[src/rtl/onehot_bit_scanner_if.sv]
// Handshake bundle for onehot_bit_scanner: word input channel and beat output channel.
// The scanner uses the slave modport; the producer/consumer side uses master.
interface onehot_bit_scanner_if #(
    parameter int Width = 32
);
    localparam int IdxWidth = $clog2(Width);

    logic                in_valid_i;
    logic                in_ready_o;
    logic [Width-1:0]    in_bits_i;
    logic                out_valid_o;
    logic                out_ready_i;
    logic [IdxWidth-1:0] out_idx_o;
    logic [Width-1:0]    out_mask_o;
    logic                out_last_o;
    logic                out_empty_o;
    logic [IdxWidth:0]   out_cnt_o;

    modport slave (
        input  in_valid_i, in_bits_i, out_ready_i,
        output in_ready_o, out_valid_o, out_idx_o, out_mask_o,
               out_last_o, out_empty_o, out_cnt_o
    );

    modport master (
        output in_valid_i, in_bits_i, out_ready_i,
        input  in_ready_o, out_valid_o, out_idx_o, out_mask_o,
               out_last_o, out_empty_o, out_cnt_o
    );
endinterface

[src/rtl/onehot_bit_scanner.sv]
// Accepts a word and emits one beat per set bit, lowest first, each carrying the
// bit position, its one-hot mask and its ordinal; a zero word yields one empty beat.
module onehot_bit_scanner #(
    parameter int Width = 32
) (
    input logic                 clk_i,
    input logic                 rst_ni,
    onehot_bit_scanner_if.slave bus
);
    localparam int IdxWidth = $clog2(Width);
    localparam int CntWidth = IdxWidth + 1;

    typedef enum logic {
        IDLE,
        SCAN
    } state_e;

    state_e              state_q, state_d;
    logic [Width-1:0]    rem_q, rem_d;
    logic [CntWidth-1:0] cnt_q, cnt_d;
    logic                empty_q, empty_d;

    logic [IdxWidth-1:0] idx;
    logic [Width-1:0]    mask;
    logic                last;

    // Two's-complement trick isolates the lowest set bit; zero stays zero.
    assign mask = rem_q & (~rem_q + Width'(1));
    assign last = empty_q || ((rem_q & (rem_q - Width'(1))) == '0);

    always_comb begin
        idx = '0;
        for (int i = Width - 1; i >= 0; i--) begin
            if (rem_q[i]) idx = IdxWidth'(i);
        end
    end

    // NOTE: every always_comb output gets a default first, so no path can infer a latch.
    always_comb begin
        state_d = state_q;
        rem_d   = rem_q;
        cnt_d   = cnt_q;
        empty_d = empty_q;
        case (state_q)
            IDLE: begin
                if (bus.in_valid_i) begin
                    rem_d   = bus.in_bits_i;
                    cnt_d   = '0;
                    empty_d = (bus.in_bits_i == '0);
                    state_d = SCAN;
                end
            end
            SCAN: begin
                if (bus.out_ready_i) begin
                    rem_d = rem_q & ~mask;
                    cnt_d = cnt_q + CntWidth'(1);
                    if (last) state_d = IDLE;
                end
            end
            default: state_d = IDLE;
        endcase
    end

    // NOTE: sequential state uses non-blocking assignments only, so every register
    // samples pre-edge values regardless of process ordering.
    always_ff @(posedge clk_i or negedge rst_ni) begin
        if (!rst_ni) begin
            state_q <= IDLE;
            rem_q   <= '0;
            cnt_q   <= '0;
            empty_q <= 1'b0;
        end else begin
            state_q <= state_d;
            rem_q   <= rem_d;
            cnt_q   <= cnt_d;
            empty_q <= empty_d;
        end
    end

    // Handshake flags decode from state alone; no input reaches them combinationally.
    assign bus.in_ready_o  = (state_q == IDLE);
    assign bus.out_valid_o = (state_q == SCAN);
    assign bus.out_idx_o   = idx;
    assign bus.out_mask_o  = mask;
    assign bus.out_last_o  = last;
    assign bus.out_empty_o = empty_q;
    assign bus.out_cnt_o   = cnt_q;
endmodule

[src/flat_wrapper.sv]
// flat-port wrapper written by rule: the top's interface ports become plain ports
module onehot_bit_scanner_flat 
#(
    parameter int Width = 32
)
  (clk_i, rst_ni, bus_in_valid_i, bus_in_bits_i, bus_out_ready_i, bus_in_ready_o, bus_out_valid_o, bus_out_idx_o, bus_out_mask_o, bus_out_last_o, bus_out_empty_o, bus_out_cnt_o);
  onehot_bit_scanner_if #(.Width(Width)) bus_i ();
  input logic clk_i;
  input logic rst_ni;
  input wire logic [$bits(bus_i.in_valid_i)-1:0] bus_in_valid_i;
  input wire logic [$bits(bus_i.in_bits_i)-1:0] bus_in_bits_i;
  input wire logic [$bits(bus_i.out_ready_i)-1:0] bus_out_ready_i;
  output wire logic [$bits(bus_i.in_ready_o)-1:0] bus_in_ready_o;
  output wire logic [$bits(bus_i.out_valid_o)-1:0] bus_out_valid_o;
  output wire logic [$bits(bus_i.out_idx_o)-1:0] bus_out_idx_o;
  output wire logic [$bits(bus_i.out_mask_o)-1:0] bus_out_mask_o;
  output wire logic [$bits(bus_i.out_last_o)-1:0] bus_out_last_o;
  output wire logic [$bits(bus_i.out_empty_o)-1:0] bus_out_empty_o;
  output wire logic [$bits(bus_i.out_cnt_o)-1:0] bus_out_cnt_o;
  assign bus_i.in_valid_i = bus_in_valid_i;
  assign bus_i.in_bits_i = bus_in_bits_i;
  assign bus_i.out_ready_i = bus_out_ready_i;
  assign bus_in_ready_o = bus_i.in_ready_o;
  assign bus_out_valid_o = bus_i.out_valid_o;
  assign bus_out_idx_o = bus_i.out_idx_o;
  assign bus_out_mask_o = bus_i.out_mask_o;
  assign bus_out_last_o = bus_i.out_last_o;
  assign bus_out_empty_o = bus_i.out_empty_o;
  assign bus_out_cnt_o = bus_i.out_cnt_o;
  onehot_bit_scanner #(.Width(Width)) u_core (.clk_i(clk_i), .rst_ni(rst_ni), .bus(bus_i));
endmodule
[config.mk]
export PLATFORM = sky130hd
export DESIGN_NAME = onehot_bit_scanner_flat
export DESIGN_NICKNAME = d
export VERILOG_FILES = /design/src/rtl/onehot_bit_scanner_if.sv /design/src/rtl/onehot_bit_scanner.sv /design/src/flat_wrapper.sv
export SDC_FILE = /design/constraint.sdc
export NUM_CORES = 1
export LEC_CHECK = 0
export CAP_MARGIN = 25
export CORE_ASPECT_RATIO = 0.8
export CORE_UTILIZATION = 49
export DETAILED_ROUTE_END_ITERATION = 10
export GPL_TIMING_DRIVEN = 0
export PLACE_DENSITY = 0.85
export SLEW_MARGIN = 25
export SYNTH_ARGS = -nofsm -noshare
export SYNTH_HDL_FRONTEND = slang
export SYNTH_SLANG_ARGS = --single-unit
[constraint.sdc]
create_clock -name clk_i -period 3 [get_ports clk_i]
set_clock_uncertainty 0.1 [all_clocks]
set_input_delay 0.45 -clock clk_i [delete_from_list [all_inputs] [get_ports clk_i]]
set_output_delay 0.45 -clock clk_i [all_outputs]
set_load 0.005 [all_outputs]
==> results of run 1 <==
==> metal layers <==
| layer | global-route usage, % | up-vias | wire length, µm |
|---|---|---|---|
| met1 | 51.6 | 1745 | 4750 |
| met5 | 0 | - | 0 |
| met3 | 9.68 | 51 | 1450 |
| met4 | 10.8 | 0 | 439 |
| li1 | - | 1618 | - |
| met2 | 51.7 | 305 | 5050 |
==> what timing repair did <==
action                                 in CTS  in global routing
hold buffers                                1                  0
resized for setup                          60                 41
setup endpoints to repair                  27                 27
pin swaps                                  18                 24
setup buffers                              25                 17
endpoints found under the hold margin      11                  0
==> cells by family (layout without fill, tap and decap cells) <==
family          after synthesis  after routing  share of synthesized area, %
simple gates                169            169                          31.5
compound gates              115            115                          26.3
buf+inv                      43            164                          6.21
flops                        40             40                          33.5
mux                           4              4                          1.34
fa+ha+maj                     2              2                         0.755
xor+xnor                      1              1                         0.294
==> how the worst max path moves through the flow <==
stage                     start             end  cells after the start
5_1_grt        u_core.rem_q[14]  bus_out_last_o                      9
4_1_cts        u_core.rem_q[17]  bus_out_last_o                      7
6_report       u_core.rem_q[22]  bus_out_last_o                      8
3_5_place_dp   u_core.rem_q[20]  bus_out_last_o                      8
3_3_place_gp   u_core.rem_q[20]  bus_out_last_o                      8
2_1_floorplan  u_core.rem_q[17]  bus_out_last_o                      6
==> critical path, delay by kind of cell (launching register included) <==
family / cells / cell delay [ns]
AOI/OAI and AO/OA: 3 / 0.61
buffers and inverters: 2 / 0.35
DFF: 1 / 0.45
and+or+nand+nor: 3 / 1.00
==> area by class of cell <==
class / count / area (µm²) / share of cell area, %
Clock inverter: 3 / 47.5 / 1.06
Multi-Input combinational cell: 291 / 1970 / 43.8
Tap cell: 81 / 101 / 2.26
Buffer: 18 / 103 / 2.28
Timing Repair Buffer: 124 / 1130 / 25.1
Inverter: 14 / 52.6 / 1.17
Sequential cell: 40 / 1020 / 22.8
Clock buffer: 5 / 68.8 / 1.53
==> power by group through the flow <==
stage | combinational [µW] | clock [µW] | sequential [µW]
finish | 2010 | 474 | 1060
global route | 2150 | 496 | 1070
CTS | 1780 | 468 | 1000
detailed placement | 1600 | 0 | 935
global placement | 1580 | 0 | 931
floorplan | 1050 | 0 | 878
==> stage by stage <==
step	instance area [µm²]	hold slack [ns]	utilization [%]	std cells	worst slack, ns
4_1_cts	4290	0.399	72.9	562	-0.345
3_5_place_dp	3910	0.266	66.5	537	-0.625
6_report	4490	0.397	76.4	576	-0.293
5_1_grt	4490	0.420	76.4	576	-0.376
3_3_place_gp	3900	0.375	66.3	536	-0.644
2_1_floorplan	2980	0.0544	-	374	0.281
==> cell usage after synthesis, drive strengths merged, types with 10 or more instances <==
library cell | n | area, µm²
a21oi | 26 | 134
a22o | 10 | 87.6
nand2 | 45 | 176
and3 | 10 | 62.6
clkbuf | 21 | 78.8
and2 | 13 | 81.3
o21ai | 42 | 210
nor4 | 17 | 149
nor3 | 18 | 95.1
inv | 13 | 48.8
nor2 | 34 | 135
dfrtp | 40 | 1000
==> registers in the layout, summed over array words and instances, names as in the netlist <==
| name | flops |
|---|---|
| u_core.bus.out_empty_o | 1 |
| u_core.bus.out_cnt_o | 6 |
| u_core.bus.out_valid_o | 1 |
| u_core.rem_q | 32 |
==> results.cfg, run 1 <==
[die]
die_area_um2 = 6410
initial_utilization_pct = 50.7
die_h_um = 71.8
die_x_um = 89.3
num_rows = 25
boundaryPins = 83
coreArea_um2 = 5880

[clocking]
clk_pin_slew_ns = 0.09
cts_buffer_depth = 2
insertion_delay_ns = 0.32
root_buffer = clkbuf_8
clkSinkCount = 40
cts_buffers = 5
htreeDepth = 2
cts_tree = done

[worst_setup_path]
cp_max_fo = 5
critPathKind = flip-flop to output pin
critical_path.max_stage_delay_ns = 0.59
rrSetupSlack_ns = 0.31
critPathSlowestCell = or4_4
r2r-end = u_core.bus.out_valid_o
cp.arrival_ns = 2.74
path_cells = or4_4, nor2_4, nand4_4, buf_4, o21ai_1, o2111ai_2, o31ai_4, buf_2
critPathCaptureType = output pin
worstPathRequired_ns = 2.45
startpoint_type = flip-flop
reg2reg_depth = 9
timing.rr.start = u_core.rem_q[22]

[finish]
drive_above_1_share_pct = 25.7
num-nets-final = 531
area_delta_synth_final_pct = 50.6
diodes = 0
layout_commonest_cell = clkdlybuf4s50_1
final_cell_mix = clkdlybuf4s50_1 (68), nand2_1 (44), buf_4 (39)
fill_cells = 460

[global_routing]
antenna_found_initial = 0
grt_overflow = 0
grt_pass1_vias = 3292
grt_pass1_wl_mm = 16.8
grt_start_max_net_pins = 30
grt_usage_pct = 35.6

[sta]
final_hold_viol_count = 0
setup_tns_ns = -1.37
tightest_slew_ns = 0.738
rsz0062_at_grt = true
slew_violations = 0
finalCritPeriodShare_pct = 110
final.setup.worst_slack_ns = -0.293
max_slew_margin_pct = 50.8
max_freq_mhz = 304
setup_viol = 10
fin_crit_ns = 3.29

[min_path]
min_to = u_core.bus.out_cnt_o[5]
hp-class = flip-flop to flip-flop
holdCritStartpoint = u_core.bus.out_cnt_o[5]
holdPathStages = 1

[yosys]
seq_area_frac_synth_pct = 33.5
synth_area_um2 = 2980
syn_nets = 411
avgSynthCellArea_um2 = 7.98
synth_cells = 374
synthFlopType = dfrtp_1
synth_enable_flop_cells = 0
synth_warnings = 0
async_reset_ff_share_pct = 100
synth-seq-cells = 40
ys_types = 65

[power]
intPower_uw = 1930
leakage_uw = 0.00186
clock_power_share_pct = 13.4
power_uw = 3540
seqPwrFrac_pct = 29.8
swShare_pct = 45.6
p_switching_uw = 1610
power_per_cell_area_nw_per_um2 = 788
power.share.combinational_pct = 56.8
peakVddDrop_uv = 424

[drt]
post-route-drc-count = 0
vias = 3719
via_per_inst = 6.46
drt-total-wl_mm = 11.7
wl_per_cell_um = 20.3
drtIter0Drc = 469
dr.pass1.iters = 5
final_antenna_net_count = 0

[placement]
dp_hpwl_mm = 7.63
place_congestion = 0.948
portBuffers = 81

[flow_run]
drv_cap = 0

[run_status]
status = complete, but fails checks
violations = negative setup slack
Power figures use the tool's default switching activity.
==> inputs of run 2 (changes only) <==
- CORE_MARGIN: not set -> 1.5
==> run 2 against run 1 <==
Effect of this change:
- the run still ends with negative setup slack left
- clock power fell by 1%
- global-route usage is 1.6 points lower
- routed wire length down 1.2%
- non-clock buffer count up 3
- core utilization up 1.0 points
- setup slack worse by 0.042 ns
- sequential power about the same
==> results.cfg, run 2 (same netlist as run 1, synthesis figures left out) <==
[run_status]
status = complete, but fails checks
violations = negative setup slack

[die]
initial_utilization_pct = 50.7
die_h_um = 72.8
die_x_um = 90.3
coreArea_um2 = 5880
die_area_um2 = 6570
boundaryPins = 83
num_rows = 25

[global_routing]
antenna_found_initial = 0
grt_pass1_wl_mm = 17.1
grt_overflow = 0
grt_start_max_net_pins = 23
grt_pass1_vias = 3200
grt_usage_pct = 34.0

[drt]
drt-total-wl_mm = 11.5
dr.pass1.iters = 5
vias = 3583
drtIter0Drc = 375
final_antenna_net_count = 0
post-route-drc-count = 0
via_per_inst = 6.19
wl_per_cell_um = 19.9

[finish]
drive_above_1_share_pct = 25.1
largest_register_ffs = 32
regMostFlops = u_core.rem_q
num-nets-final = 534
fill_cells = 460
layoutNonFillerInstCount = 579
final_cell_mix = clkdlybuf4s50_1 (65), buf_4 (43), nand2_1 (43)
diodes = 0
area_delta_synth_final_pct = 52.6
layout_commonest_cell = clkdlybuf4s50_1

[sta]
tightest_slew_ns = 0.758
slew_violations = 0
setup_tns_ns = -0.414
rsz0062_at_grt = true
setup_viol = 2
fin_crit_ns = 3.34
finalCritPeriodShare_pct = 111
max_slew_margin_pct = 49.5
max_freq_mhz = 300
final.setup.worst_slack_ns = -0.335
final_hold_viol_count = 0

[power]
peakVddDrop_uv = 515
leakage_uw = 0.00202
power_uw = 3510
power_per_cell_area_nw_per_um2 = 771

[worst_setup_path]
critPathBufInv = 1
cp.arrival_ns = 2.79
rrSetupSlack_ns = 0.25
worstPathRequired_ns = 2.45
critPathCaptureType = output pin
critPathSlowestCell = or4_4
timing.rr.start = u_core.rem_q[21]
critPathKind = flip-flop to output pin
crit_family = simple AND/OR/NAND/NOR gates
reg2reg_depth = 8
cp_max_fo = 6
path_cells = or4_4, nor2_4, nand4_4, o21ai_0, o2111ai_2, o31ai_4, buf_2
critical_path.max_stage_delay_ns = 0.60
startpoint_type = flip-flop
r2r-end = u_core.bus.out_valid_o

[placement]
dp_cells = 537
portBuffers = 81
post-place-ws_ns = -0.733
place_congestion = 0.981
dp_hpwl_mm = 8.07

[clocking]
root_buffer = clkbuf_8
clkSinkCount = 40
htreeDepth = 2
cts_buffer_depth = 2
cts-hold-fix-buffers = 0
insertion_delay_ns = 0.31
cts_buffers = 5
clk_pin_slew_ns = 0.08
cts_tree = done

[flow_run]
drv_cap = 0

[min_path]
hp-class = input port to asynchronous set/reset pin
[run 2: cell types whose count changed in the layout (fill, tap and decap cells not counted), sizes merged]
| cell | previous run | this run |
|---|---|---|
| buf | 54 | 56 |
| clkbuf | 20 | 17 |
| clkdlybuf4s50 | 68 | 65 |
| dlygate4sd2 | 2 | 3 |
| dlygate4sd3 | 1 | 0 |
| dlymetal6s2s | 2 | 9 |
[run 2: worst max path at each step]
| stage | endpoint | cells after the start | slack, ns | startpoint |
|---|---|---|---|---|
| 2_1_floorplan | bus_out_last_o | 6 | 0.28 | u_core.rem_q[17] |
| 3_3_place_gp | bus_out_last_o | 9 | -0.67 | u_core.rem_q[16] |
| 3_5_place_dp | bus_out_last_o | 9 | -0.73 | u_core.rem_q[16] |
| 4_1_cts | bus_out_last_o | 8 | -0.36 | u_core.rem_q[22] |
| 5_1_grt | bus_out_last_o | 8 | -0.40 | u_core.rem_q[1] |
| 6_report | bus_out_last_o | 7 | -0.34 | u_core.rem_q[21] |
[run 2: cell type report]
cell class / instances / area (µm²) / share of cell area, %
multi-input cells: 291 / 1960 / 42.9
repair buffers: 125 / 1180 / 25.9
flip-flops and latches: 40 / 1030 / 22.5
plain buffers: 20 / 125 / 2.75
well taps: 81 / 101 / 2.23
clock buffers: 5 / 68.8 / 1.51
inverters: 14 / 52.6 / 1.15
clock inverters: 3 / 47.5 / 1.04
[run 2: through the flow]
step | utilization (%) | hold WS [ns] | area [µm²]
finish | 77.4 | 0.0167 | 4550
global route | 77.4 | 0.0440 | 4550
CTS | 72.7 | 0.0224 | 4280
detailed placement | 66.6 | 0.344 | 3920
global placement | 66.3 | 0.378 | 3900
floorplan | - | 0.0544 | 2980
[run 2: report_power, final]
part | internal [µW] | switching (µW) | total [µW]
sequential | 726 | 305 | 1030
combinational | 966 | 1040 | 2010
clock | 251 | 218 | 469
total | 1940 | 1570 | 3510
[run 2: what timing repair did]
action                                  in CTS  in global routing
gates resized for setup                     45                 41
endpoints found under the setup margin      28                 25
pin swaps                                   16                 15
buffers inserted                            23                 21
[run 2: worst register-to-register path: stages, from the launching register on]
cell	delay, ns
dfrtp_2	0.47
or4_4	0.60
nor2_4	0.21
nand4_4	0.21
o21ai_0	0.28
o2111ai_2	0.22
o31ai_4	0.32
buf_4	0.16
a21oi_2	0.04
[run 2: per-layer routing]
metal / share of wire (%) / global-route usage, % / vias to the layer above
li1: - / - / 1621
met1: 42 / 48.5 / 1699
met2: 44 / 51.1 / 235
met3: 11 / 6.98 / 28
met4: 2.4 / 12.3 / 0
met5: 0 / 0 / -
